**config.mk**
```make
export PLATFORM = sky130hd
export DESIGN_NAME = tick_period_meter
export DESIGN_NICKNAME = d
export VERILOG_FILES = /design/src/rtl/tick_period_meter_pkg.sv /design/src/rtl/tick_lock_det.sv /design/src/rtl/tick_period_meter.sv
export SDC_FILE = /design/constraint.sdc
export NUM_CORES = 1
export LEC_CHECK = 0
export ABC_AREA = 1
export BUFFER_PORTS_ARGS = -buffer_cell sky130_fd_sc_hd__buf_4
export CORE_AREA = 2 2 61 63
export CTS_CLUSTER_SIZE = 16
export DETAILED_ROUTE_END_ITERATION = 7
export DIE_AREA = 0 0 63 65
export GPL_TIMING_DRIVEN = 0
export PLACE_DENSITY = 0.75
export SKIP_CTS_REPAIR_TIMING = 1
export SLEW_MARGIN = 10
export SYNTH_ARGS = -nofsm -noshare
export SYNTH_HDL_FRONTEND = slang
export SYNTH_SLANG_ARGS = --single-unit
```
**constraint.sdc**
```tcl
create_clock -name clk -period 1.74 [get_ports clk]
set_clock_uncertainty 0.2 [all_clocks]
set_input_delay 0.522 -clock clk [delete_from_list [all_inputs] [get_ports clk]]
set_output_delay 0.522 -clock clk [all_outputs]
set_load 0.01 [all_outputs]
```
**src/rtl/tick_period_meter_pkg.sv**
```systemverilog
// Shared board-common definitions for the tick period meter and the
// reference-clock divider it pairs with.
package tick_period_meter_pkg;

  localparam int unsigned DefaultBw = 8;

  typedef enum logic [1:0] {
    StIdle = 2'd0,
    StArm  = 2'd1,
    StMeas = 2'd2
  } meter_state_e;

endpackage

```
**src/rtl/tick_lock_det.sv**
```systemverilog
// Lock detector: asserts locked once LOCK_CNT consecutive measurements equal
// their predecessor; clear drops the run count but keeps the last value.
module tick_lock_det #(
  parameter int unsigned BW       = 8,
  parameter int unsigned LOCK_CNT = 4
) (
  input  logic          clk,
  input  logic          rst_n,
  input  logic          meas_strobe,
  input  logic [BW-1:0] meas_value,
  input  logic          clear,
  output logic          locked
);

  localparam logic [3:0] MatchMax = 4'(LOCK_CNT);

  logic [BW-1:0] last_q, last_d;
  logic [3:0]    match_q, match_d;
  logic          locked_q, locked_d;

  always_comb begin
    last_d   = last_q;
    match_d  = match_q;
    locked_d = locked_q;
    if (clear) begin
      match_d  = 4'd0;
      locked_d = 1'b0;
    end else if (meas_strobe) begin
      if (meas_value == last_q) begin
        if (match_q < MatchMax) begin
          match_d = match_q + 4'd1;
        end
      end else begin
        match_d = 4'd0;
        last_d  = meas_value;
      end
      locked_d = (match_d == MatchMax);
    end
  end

  always_ff @(posedge clk or negedge rst_n) begin
    if (!rst_n) begin
      last_q   <= '0;
      match_q  <= 4'd0;
      locked_q <= 1'b0;
    end else begin
      last_q   <= last_d;
      match_q  <= match_d;
      locked_q <= locked_d;
    end
  end

  assign locked = locked_q;

endmodule

```
**src/rtl/tick_period_meter.sv**
```systemverilog
// Measures clk-cycle spacing between tick_in strobes and reports each period
// over valid/ready, with lock, overflow and dropped-result flags.
module tick_period_meter
  import tick_period_meter_pkg::*;
#(
  parameter int unsigned BW       = DefaultBw,
  parameter int unsigned LOCK_CNT = 4
) (
  input  logic          clk,
  input  logic          rst_n,
  input  logic          enable,
  input  logic          tick_in,
  input  logic          clr_flags,
  output logic [BW-1:0] period,
  output logic          period_valid,
  input  logic          period_ready,
  output logic          locked,
  output logic          overflow,
  output logic          missed
);

  localparam logic [BW-1:0] CntOne = {{(BW-1){1'b0}}, 1'b1};
  localparam logic [BW-1:0] CntMax = '1;

  meter_state_e  state_q, state_d;
  logic [BW-1:0] cnt_q, cnt_d;
  logic [BW-1:0] period_q, period_d;
  logic          valid_q, valid_d;
  logic          overflow_q, overflow_d;
  logic          missed_q, missed_d;

  logic meas_strobe;
  logic ovf_evt;
  logic missed_evt;
  logic lock_clear;

  always_comb begin
    state_d     = state_q;
    cnt_d       = cnt_q;
    meas_strobe = 1'b0;
    ovf_evt     = 1'b0;
    if (!enable) begin
      state_d = StIdle;
      cnt_d   = '0;
    end else begin
      unique case (state_q)
        StIdle: state_d = StArm;
        StArm: begin
          if (tick_in) begin
            state_d = StMeas;
            cnt_d   = CntOne;
          end
        end
        StMeas: begin
          if (tick_in) begin
            meas_strobe = 1'b1;
            cnt_d       = CntOne;
          end else if (cnt_q != CntMax) begin
            cnt_d = cnt_q + CntOne;
          end else begin
            // No event within the measurable range: re-arm on the next one.
            ovf_evt = 1'b1;
            state_d = StArm;
            cnt_d   = '0;
          end
        end
        default: state_d = StIdle;
      endcase
    end
  end

  always_comb begin
    period_d   = period_q;
    valid_d    = valid_q;
    missed_evt = 1'b0;
    if (meas_strobe) begin
      if (!valid_q || period_ready) begin
        period_d = cnt_q;
        valid_d  = 1'b1;
      end else begin
        missed_evt = 1'b1;
      end
    end else if (valid_q && period_ready) begin
      valid_d = 1'b0;
    end
    overflow_d = (overflow_q && !clr_flags) || ovf_evt;
    missed_d   = (missed_q && !clr_flags) || missed_evt;
  end

  always_ff @(posedge clk or negedge rst_n) begin
    if (!rst_n) begin
      state_q    <= StIdle;
      cnt_q      <= '0;
      period_q   <= '0;
      valid_q    <= 1'b0;
      overflow_q <= 1'b0;
      missed_q   <= 1'b0;
    end else begin
      state_q    <= state_d;
      cnt_q      <= cnt_d;
      period_q   <= period_d;
      valid_q    <= valid_d;
      overflow_q <= overflow_d;
      missed_q   <= missed_d;
    end
  end

  assign lock_clear = !enable || ovf_evt;

  tick_lock_det #(
    .BW       (BW),
    .LOCK_CNT (LOCK_CNT)
  ) u_lock_det (
    .clk         (clk),
    .rst_n       (rst_n),
    .meas_strobe (meas_strobe),
    .meas_value  (cnt_q),
    .clear       (lock_clear),
    .locked      (locked)
  );

  assign period       = period_q;
  assign period_valid = valid_q;
  assign overflow     = overflow_q;
  assign missed       = missed_q;

endmodule

```
==> results of run 1 <==
## area by class of cell
cell class	count	area, sq um
plain buffers	6	50.05
clock buffers	6	51.30
clock inverters	2	12.51
fillers	309	1311
inverters	29	117.6
multi-input cells	168	903.4
flip-flops and latches	34	852.1
well taps	48	60.06
repair buffers	18	137.6
## sequential cells by signal (all words and copies together), names as in the netlist
register,cells
state_q,2
overflow,1
u_lock_det.locked,1
u_lock_det.match_q,4
cnt_q,8
period_valid,1
u_lock_det.last_q,8
missed,1
period,8
## worst register-to-register path, cell delays in order, from the launching register on
cell     delay, ns
dfrtp_1       0.46
ha_4          0.18
nand2_2       0.09
nor2_2        0.16
nand3_2       0.14
o21ai_1       0.22
a21oi_1       0.09
## worst max-delay path by stage
stage          startpoint                     to  depth (start not counted)
4_1_cts          cnt_q[0]  u_lock_det.match_q[3]                          6
2_1_floorplan      enable              period[0]                          9
3_5_place_dp     cnt_q[0]             state_q[1]                          6
3_3_place_gp     cnt_q[0]               cnt_q[5]                          8
6_report         cnt_q[1]             state_q[1]                          6
5_1_grt          cnt_q[1]               cnt_q[3]                          8
## synthesized netlist by cell type (2+ instances only)
master	instances
o21ai_2	7
xnor2_1	4
buf_2	2
inv_1	21
nand2_2	6
o21ai_0	3
dfrtp_1	34
buf_6	2
o22ai_1	3
inv_2	5
nor3_1	2
buf_4	2
nor2_1	18
nand2_4	3
ha_1	2
nor2_4	2
nand4_1	3
a21oi_1	7
nand2_1	79
xor2_1	2
nand3_1	21
## cell families after synthesis
| kind of cell | after synthesis | share of synthesized area |
|---|---|---|
| XOR/XNOR | 6 | 0.02785 |
| buffers and inverters | 35 | 0.08753 |
| flip-flops | 34 | 0.4509 |
| AO/OA/AOI/OAI | 23 | 0.08024 |
| AND/OR/NAND/NOR | 137 | 0.3402 |
| adder cells (fa/ha/maj) | 2 | 0.01326 |
## through the flow
| stage | setup TNS [ns] | total power, mW | std cells | utilization |
|---|---|---|---|---|
| after floorplan | 0 | 1.229 | 237 | - |
| after global placement | 0 | 1.362 | 301 | 0.5913 |
| after detailed placement | 0 | 1.373 | 301 | 0.5913 |
| after CTS | -0.08044 | 1.839 | 309 | 0.6095 |
| after global routing | -0.03669 | 1.928 | 311 | 0.6249 |
| final | 0 | 1.834 | 311 | 0.6249 |
## metal layers
metal / vias to the layer above / wire (um) / GRT usage
li1: 793 / - / -
met1: 704 / 1721 / 0.2489
met2: 41 / 1891 / 0.3404
met3: 8 / 167 / 0.04167
met4: 0 / 61 / 0.09167
met5: - / 0 / 0
## report_power, final
group	internal [mW]	total, mW	switching, mW
registers	0.850	0.895	0.0453
clock network	0.194	0.463	0.269
logic	0.181	0.476	0.295
==> impl_metrics.py, run 1 <==
metrics = {
    "timing": {
        "rsz0062_at_grt": "yes",
        "holdWs_ns": 0.1779,
        "worst_slew_pin_slew_ns": 0.4282,
        "drv_slew": 0,
        "setup_violations": 0,
        "final.min_clock_period_ns": 1.642,
        "finalCritPeriodShare": 0.9438,
        "setup_slack_ns": 0.09771,
        "hold_viol": 0,
        "fmaxAchievable_mhz": 608.9,
        "slew_headroom": 0.7145,
    },
    "synthesis": {
        "synthArstFlopShare": 1.000,
        "synth-seq-cells": 34,
        "syn_area_per_cell_sq_um": 7.961,
        "synth_edf_count": 0,
        "postSynthCellCount": 237,
        "yosys.area.top_type": "dfrtp_1",
        "synthTopCellsByArea": "dfrtp_1, nand2_1, nand3_1",
        "yosys_warnings": 0,
        "syn_area_sq_um": 1887,
        "synth_nets": 245,
        "synth_top_area_share": 0.4509,
        "synth_cell_types": 30,
        "synthFlopType": "dfrtp_1",
        "yosysSeqAreaShare": 0.4509,
    },
    "floorplanning": {
        "coreArea_sq_um": 3496,
        "placementRows": 22,
        "fp.dieW_um": 63,
        "die_h_um": 65,
        "ios": 18,
        "dieArea_sq_um": 4095,
        "start_util": 0.5397,
    },
    "placed_design": {
        "placedInstanceArea_sq_um": 2067,
        "io_buffer_count": 16,
        "place.gp.congestion": 0.9246,
        "place_ws_ns": 0.02366,
        "hpwl_um": 2722,
    },
    "route": {
        "dr.first_iter.drc_count": 76,
        "wl_um": 3842,
        "wl_per_cell_um": 12.35,
        "viasPerCell": 4.971,
        "postRouteAntennaNets": 0,
        "num_vias": 1546,
        "route.detailed.drc": 0,
        "firstDrtPassIters": 5,
    },
    "critical_path": {
        "reg2reg_depth": 6,
        "r2r_end": "state_q[1]",
        "path_max_fanout": 5,
        "r2r_slack_ns": 0.1,
        "crit_arrival_ns": 1.67,
        "max_stage_delay_ns": 0.46,
        "cp-start-kind": "register",
        "critPathBufInv": 0,
        "cp_cell_sequence": "ha_4, nand2_2, nor2_2, nand3_2, o21ai_1, a21oi_1",
        "critPathCaptureType": "register",
        "required_ns": 1.77,
        "slowest_stage": "dfrtp_1",
        "timing_worst_setup_path_type": "reg2reg",
        "crit_family": "flip-flops",
        "reg2reg_from": "cnt_q[1]",
    },
    "clock_network": {
        "cts_root_buf": "clkbuf_4",
        "tritoncts": "done",
        "cts_inserted_buffers": 5,
        "clock-sinks": 34,
        "insertion_delay_ns": 0.33,
        "htree_levels": 2,
        "clkTransAtPathRegs_ns": 0.11,
        "cts_max_path_buffers": 2,
    },
    "worst_hold_path": {
        "hold_class": "in2reg",
        "hp-start": "clr_flags",
        "whs_endpoint": "overflow",
        "hold_depth": 2,
    },
    "finish": {
        "drive_gt1_frac": 0.2548,
        "mostFrequentLayoutCell": "nand2_1",
        "design_area_sq_um": 2185,
        "syn2layout_area_growth_pct": 15.78,
        "insertedDiodeCount": 0,
        "fin_nets": 270,
        "final_cell_mix": "nand2_1, dfrtp_1, inv_1",
    },
    "power": {
        "peakVddDrop_uv": 694.2,
        "p_leak_nw": 1.138,
        "powerDensity_nw_per_um2": 839.6,
    },
    "global_route": {
        "overflow": 0,
        "grt_pass1_vias": 1413,
        "grtUsageTotal": 0.2016,
        "grt_start_max_net_pins": 35,
        "grt_pass1_wl_um": 6244,
        "antenna_found_initial": 0,
    },
    "status": {
        "status": "finished clean",
    },
    "flow_run": {
        "timing.max_cap.violations": 0,
    },
}
Power figures use the tool's default switching activity.
==> inputs of run 2 (changes only) <==
- SETUP_SLACK_MARGIN: not set -> 0.3
==> impl_metrics.py, run 2 (same netlist as run 1, synthesis figures left out) <==
metrics = {
    "floorplanning": {
        "fp.dieW_um": 63,
        "dieArea_sq_um": 4095,
        "start_util": 0.5397,
        "die_h_um": 65,
        "placementRows": 22,
        "coreArea_sq_um": 3496,
        "ios": 18,
    },
    "critical_path": {
        "timing_worst_setup_path_type": "reg2reg",
        "cp-start-kind": "register",
        "required_ns": 1.77,
        "slowest_stage": "dfrtp_2",
        "cp_cell_sequence": "ha_4, nand2_4, nor3_1, nand2_1, o22ai_1, nor2_1",
        "path_max_fanout": 5,
        "crit_arrival_ns": 1.70,
        "critPathCaptureType": "register",
        "max_stage_delay_ns": 0.45,
    },
    "placed_design": {
        "io_buffer_count": 16,
        "hpwl_um": 2749,
        "placedInstanceArea_sq_um": 2092,
        "place.gp.congestion": 0.8641,
        "place_inst": 301,
    },
    "finish": {
        "mostFrequentLayoutCell": "nand2_1",
        "fin_cells": 333,
        "fin_nets": 293,
        "drive_gt1_frac": 0.4070,
        "design_area_sq_um": 2638,
        "final_cell_mix": "nand2_1, dfrtp_1, buf_4",
        "insertedDiodeCount": 0,
        "syn2layout_area_growth_pct": 39.79,
    },
    "global_route": {
        "grt_start_max_net_pins": 35,
        "antenna_found_initial": 0,
        "busiest_layer": "met2",
        "grt_util_met1": 0.2478,
        "overflow": 0,
        "met2_usage": 0.3511,
        "grtUsageTotal": 0.2070,
        "grt_pass1_wl_um": 6492,
        "gr-usage-met3": 0.05903,
        "grt_pass1_vias": 1477,
    },
    "clock_network": {
        "clock-sinks": 34,
        "insertion_delay_ns": 0.35,
        "cts_root_buf": "clkbuf_4",
        "clkTransAtPathRegs_ns": 0.10,
        "htree_levels": 2,
        "tritoncts": "done",
        "cts_max_path_buffers": 2,
        "cts_inserted_buffers": 5,
    },
    "route": {
        "wl_per_cell_um": 15.35,
        "postRouteAntennaNets": 0,
        "route.detailed.drc": 0,
        "wl_um": 5113,
        "viasPerCell": 5.303,
        "num_vias": 1766,
        "firstDrtPassIters": 4,
        "dr.first_iter.drc_count": 109,
    },
    "timing": {
        "drv_slew": 0,
        "hold_viol": 0,
        "slew_headroom": 0.7092,
        "final.min_clock_period_ns": 1.663,
        "setup_violations": 0,
        "worst_slew_pin_slew_ns": 0.4362,
        "holdWs_ns": 0.1580,
        "rsz0062_at_grt": "yes",
        "fmaxAchievable_mhz": 601.2,
        "finalCritPeriodShare": 0.9560,
        "tns_ns": 0,
    },
    "flow_run": {
        "timing.max_cap.violations": 0,
    },
    "power": {
        "peakVddDrop_uv": 595.2,
        "power_mw": 1.995,
        "powerDensity_nw_per_um2": 756.6,
        "p_leak_nw": 1.322,
    },
    "worst_hold_path": {
        "hold_class": "in2reg",
    },
    "status": {
        "status": "finished clean",
    },
}
-- run 2: cell count changes in the layout (fill, tap and decap cells not counted), sizes merged --
cell and delta:
clkinvlp -1, clkbuf +2, nand2 +1, inv -1, buf +21
-- run 2: worst paths after layout --
kind,to,cells after the start,startpoint,slack (ns)
setup / recovery,cnt_q[6],6,cnt_q[1],0.08
hold / removal,missed,2,clr_flags,0.16
setup reg to reg,cnt_q[6],6,cnt_q[1],0.08
hold reg to reg,u_lock_det.last_q[5],2,u_lock_det.last_q[5],0.31
max in group asynchronous,cnt_q[1],2,rst_n,0.55
min in group asynchronous,state_q[0],2,rst_n,0.44
-- run 2: worst max-delay path: cells and delay by family (launching register included) --
family | cells | cell delay, ns
AO/OA/AOI/OAI | 1 | 0.20
adder cells (fa/ha/maj) | 1 | 0.18
flip-flops | 1 | 0.45
AND/OR/NAND/NOR | 4 | 0.52
-- run 2: area by class of cell --
class	count	area [sq um]
plain buffers	6	77.57
clock buffers	7	45.04
fillers	230	858.3
inverters	29	135.1
multi-input cells	169	1079
flip-flops and latches	34	855.8
well taps	48	60.06
repair buffers	40	385.4
-- run 2: per-stage QoR --
| step | utilization | setup slack, ns |
|---|---|---|
| CTS | 0.6113 | 0.006730 |
| global placement | 0.5984 | 0.03930 |
| detailed placement | 0.5984 | 0.02318 |
| floorplan | - | 0.1866 |
| finish | 0.7545 | 0.07663 |
| global route | 0.7545 | -0.03660 |
-- run 2: power breakdown --
| group | internal [mW] | switching [mW] |
|---|---|---|
| logic | 0.288 | 0.383 |
| registers | 0.851 | 0.0591 |
| clock network | 0.152 | 0.262 |
-- run 2: metal layers --
layer / routed length, um / share of wire
met1: 2011 / 0.39
met2: 2630 / 0.51
met3: 290 / 0.057
met4: 180 / 0.035
met5: 0 / 0
==> inputs of run 3 (changes only) <==
- CELL_PAD_IN_SITES_DETAIL_PLACEMENT: not set -> 1
- CELL_PAD_IN_SITES_GLOBAL_PLACEMENT: not set -> 1
- CORE_AREA: 2 2 61 63 -> 2 2 70 72
- DIE_AREA: 0 0 63 65 -> 0 0 72 74
- GPL_TIMING_DRIVEN: 0 -> not set
- PLACE_DENSITY: 0.75 -> not set
- PLACE_DENSITY_LB_ADDON: not set -> 0.1
==> impl_metrics.py, run 3 (same netlist as run 1, synthesis figures left out) <==
metrics = {
    "status": {
        "status": "complete, but fails checks",
        "violations": "negative hold slack",
    },
    "power": {
        "peakVddDrop_uv": 601.3,
        "sw_frac_of_total": 0.3352,
        "p_seq_frac": 0.414,
        "p_switching_mw": 0.7361,
        "p_int_mw": 1.460,
        "combinationalPowerShare": 0.306,
        "power_mw": 2.196,
        "powerDensity_nw_per_um2": 828.4,
        "clkPwrFrac": 0.279,
        "p_leak_nw": 1.337,
    },
    "placed_design": {
        "hpwl_um": 3289,
        "place.gp.congestion": 0.7692,
        "io_buffer_count": 17,
        "placedInstanceArea_sq_um": 2112,
    },
    "floorplanning": {
        "ios": 18,
        "coreArea_sq_um": 4598,
        "placementRows": 25,
        "fp.dieW_um": 72,
        "dieArea_sq_um": 5328,
        "start_util": 0.4103,
        "die_h_um": 74,
    },
    "clock_network": {
        "cts_max_path_buffers": 2,
        "insertion_delay_ns": 0.28,
        "tritoncts": "done",
        "htree_levels": 2,
        "clock-sinks": 34,
        "clkTransAtPathRegs_ns": 0.07,
        "cts_root_buf": "clkbuf_8",
        "cts_inserted_buffers": 5,
    },
    "critical_path": {
        "r2r_slack_ns": 0.12,
        "crit_top_cell": "nand2_2",
        "slowest_stage": "dfrtp_1",
        "r2r_end": "u_lock_det.last_q[5]",
        "critPathCaptureType": "register",
        "reg2reg_depth": 7,
        "max_stage_delay_ns": 0.43,
        "path_max_fanout": 5,
        "crit_arrival_ns": 1.60,
        "cp_cell_sequence": "buf_6, xnor2_2, nand2_2, nor2_4, nand2_2, nand3_1, nand2_1",
        "cp-start-kind": "register",
        "crit_family": "simple AND/OR/NAND/NOR gates",
        "required_ns": 1.72,
        "timing_worst_setup_path_type": "reg2reg",
        "critPathBufInv": 1,
        "reg2reg_from": "cnt_q[0]",
    },
    "route": {
        "wl_um": 5463,
        "route.detailed.drc": 0,
        "num_vias": 1700,
        "postRouteAntennaNets": 0,
        "firstDrtPassIters": 4,
        "dr.first_iter.drc_count": 95,
        "viasPerCell": 5.030,
        "wl_per_cell_um": 16.16,
    },
    "global_route": {
        "antenna_found_initial": 0,
        "grtUsageTotal": 0.1810,
        "grt_pass1_wl_um": 7376,
        "overflow": 0,
        "grt_start_max_net_pins": 35,
        "grt_pass1_vias": 1499,
    },
    "timing": {
        "drv_slew": 0,
        "tns_ns": 0,
        "hold_viol": 24,
        "finalCritPeriodShare": 0.9283,
        "fmaxAchievable_mhz": 619.1,
        "holdWs_ns": -0.01657,
        "setup_violations": 0,
        "worst_slew_pin_slew_ns": 0.4622,
        "slew_headroom": 0.6919,
        "rsz0062_at_grt": "yes",
        "final.min_clock_period_ns": 1.615,
    },
    "finish": {
        "syn2layout_area_growth_pct": 40.52,
        "fillers": 546,
        "fin_nets": 291,
        "drive_gt1_frac": 0.4366,
        "mostFrequentLayoutCell": "nand2_1",
        "design_area_sq_um": 2651,
        "final_cell_mix": "nand2_1, dfrtp_1, buf_4",
        "insertedDiodeCount": 0,
    },
    "flow_run": {
        "timing.max_cap.violations": 0,
    },
    "worst_hold_path": {
        "hold_class": "in2async",
    },
}
## run 3: cell count changes in the layout (fill, tap and decap cells not counted), sizes merged
| cell | before | now |
|---|---|---|
| clkbuf | 9 | 7 |
| clkinv | 2 | 3 |
| nand2 | 90 | 91 |
| dlygate4sd3 | 1 | 0 |
## run 3: final cells by class
type,count,area [sq um],share of cell area
Clock buffer,7,86.33,0.03256
Clock inverter,1,5.005,0.001888
Inverter,29,127.6,0.04814
Multi-Input combinational cell,170,1095,0.4129
Sequential cell,34,858.3,0.3237
Tap cell,54,67.56,0.02548
Timing Repair Buffer,43,411.6,0.1553
## run 3: through the flow
stage / instances / utilization / setup WS [ns]
CTS: 317 / 0.4792 / 0.08598
detailed placement: 309 / 0.4593 / 0.03289
floorplan: 237 / - / 0.1866
global placement: 309 / 0.4593 / 0.05385
finish: 338 / 0.5766 / 0.1247
global route: 338 / 0.5766 / 0.03903
## run 3: per-layer routing
| layer | vias to the layer above | global-route usage | routed length, um |
|---|---|---|---|
| met5 | - | 0 | 0 |
| met4 | 0 | 0.05660 | 38 |
| met3 | 4 | 0.02846 | 102 |
| met2 | 15 | 0.2819 | 2725 |
| met1 | 836 | 0.2617 | 2597 |
| li1 | 845 | - | - |
## run 3: worst max path at each step
stage               slack (ns)              endpoint  startpoint  cells after the start
finish                    0.12  u_lock_det.last_q[5]    cnt_q[0]                      7
global placement          0.05  u_lock_det.last_q[5]      enable                      9
detailed placement        0.03  u_lock_det.last_q[5]      enable                      9
CTS                       0.09            state_q[1]    cnt_q[1]                      6
floorplan                 0.19             period[0]      enable                      9
global route              0.04     u_lock_det.locked    cnt_q[1]                      6
## run 3: power by group through the flow
stage	sequential, mW	combinational, mW	clock [mW]
floorplan	0.919	0.315	0
global placement	0.903	0.483	0
detailed placement	0.904	0.491	0
CTS	0.889	0.492	0.631
global route	0.915	0.728	0.653
finish	0.910	0.673	0.614
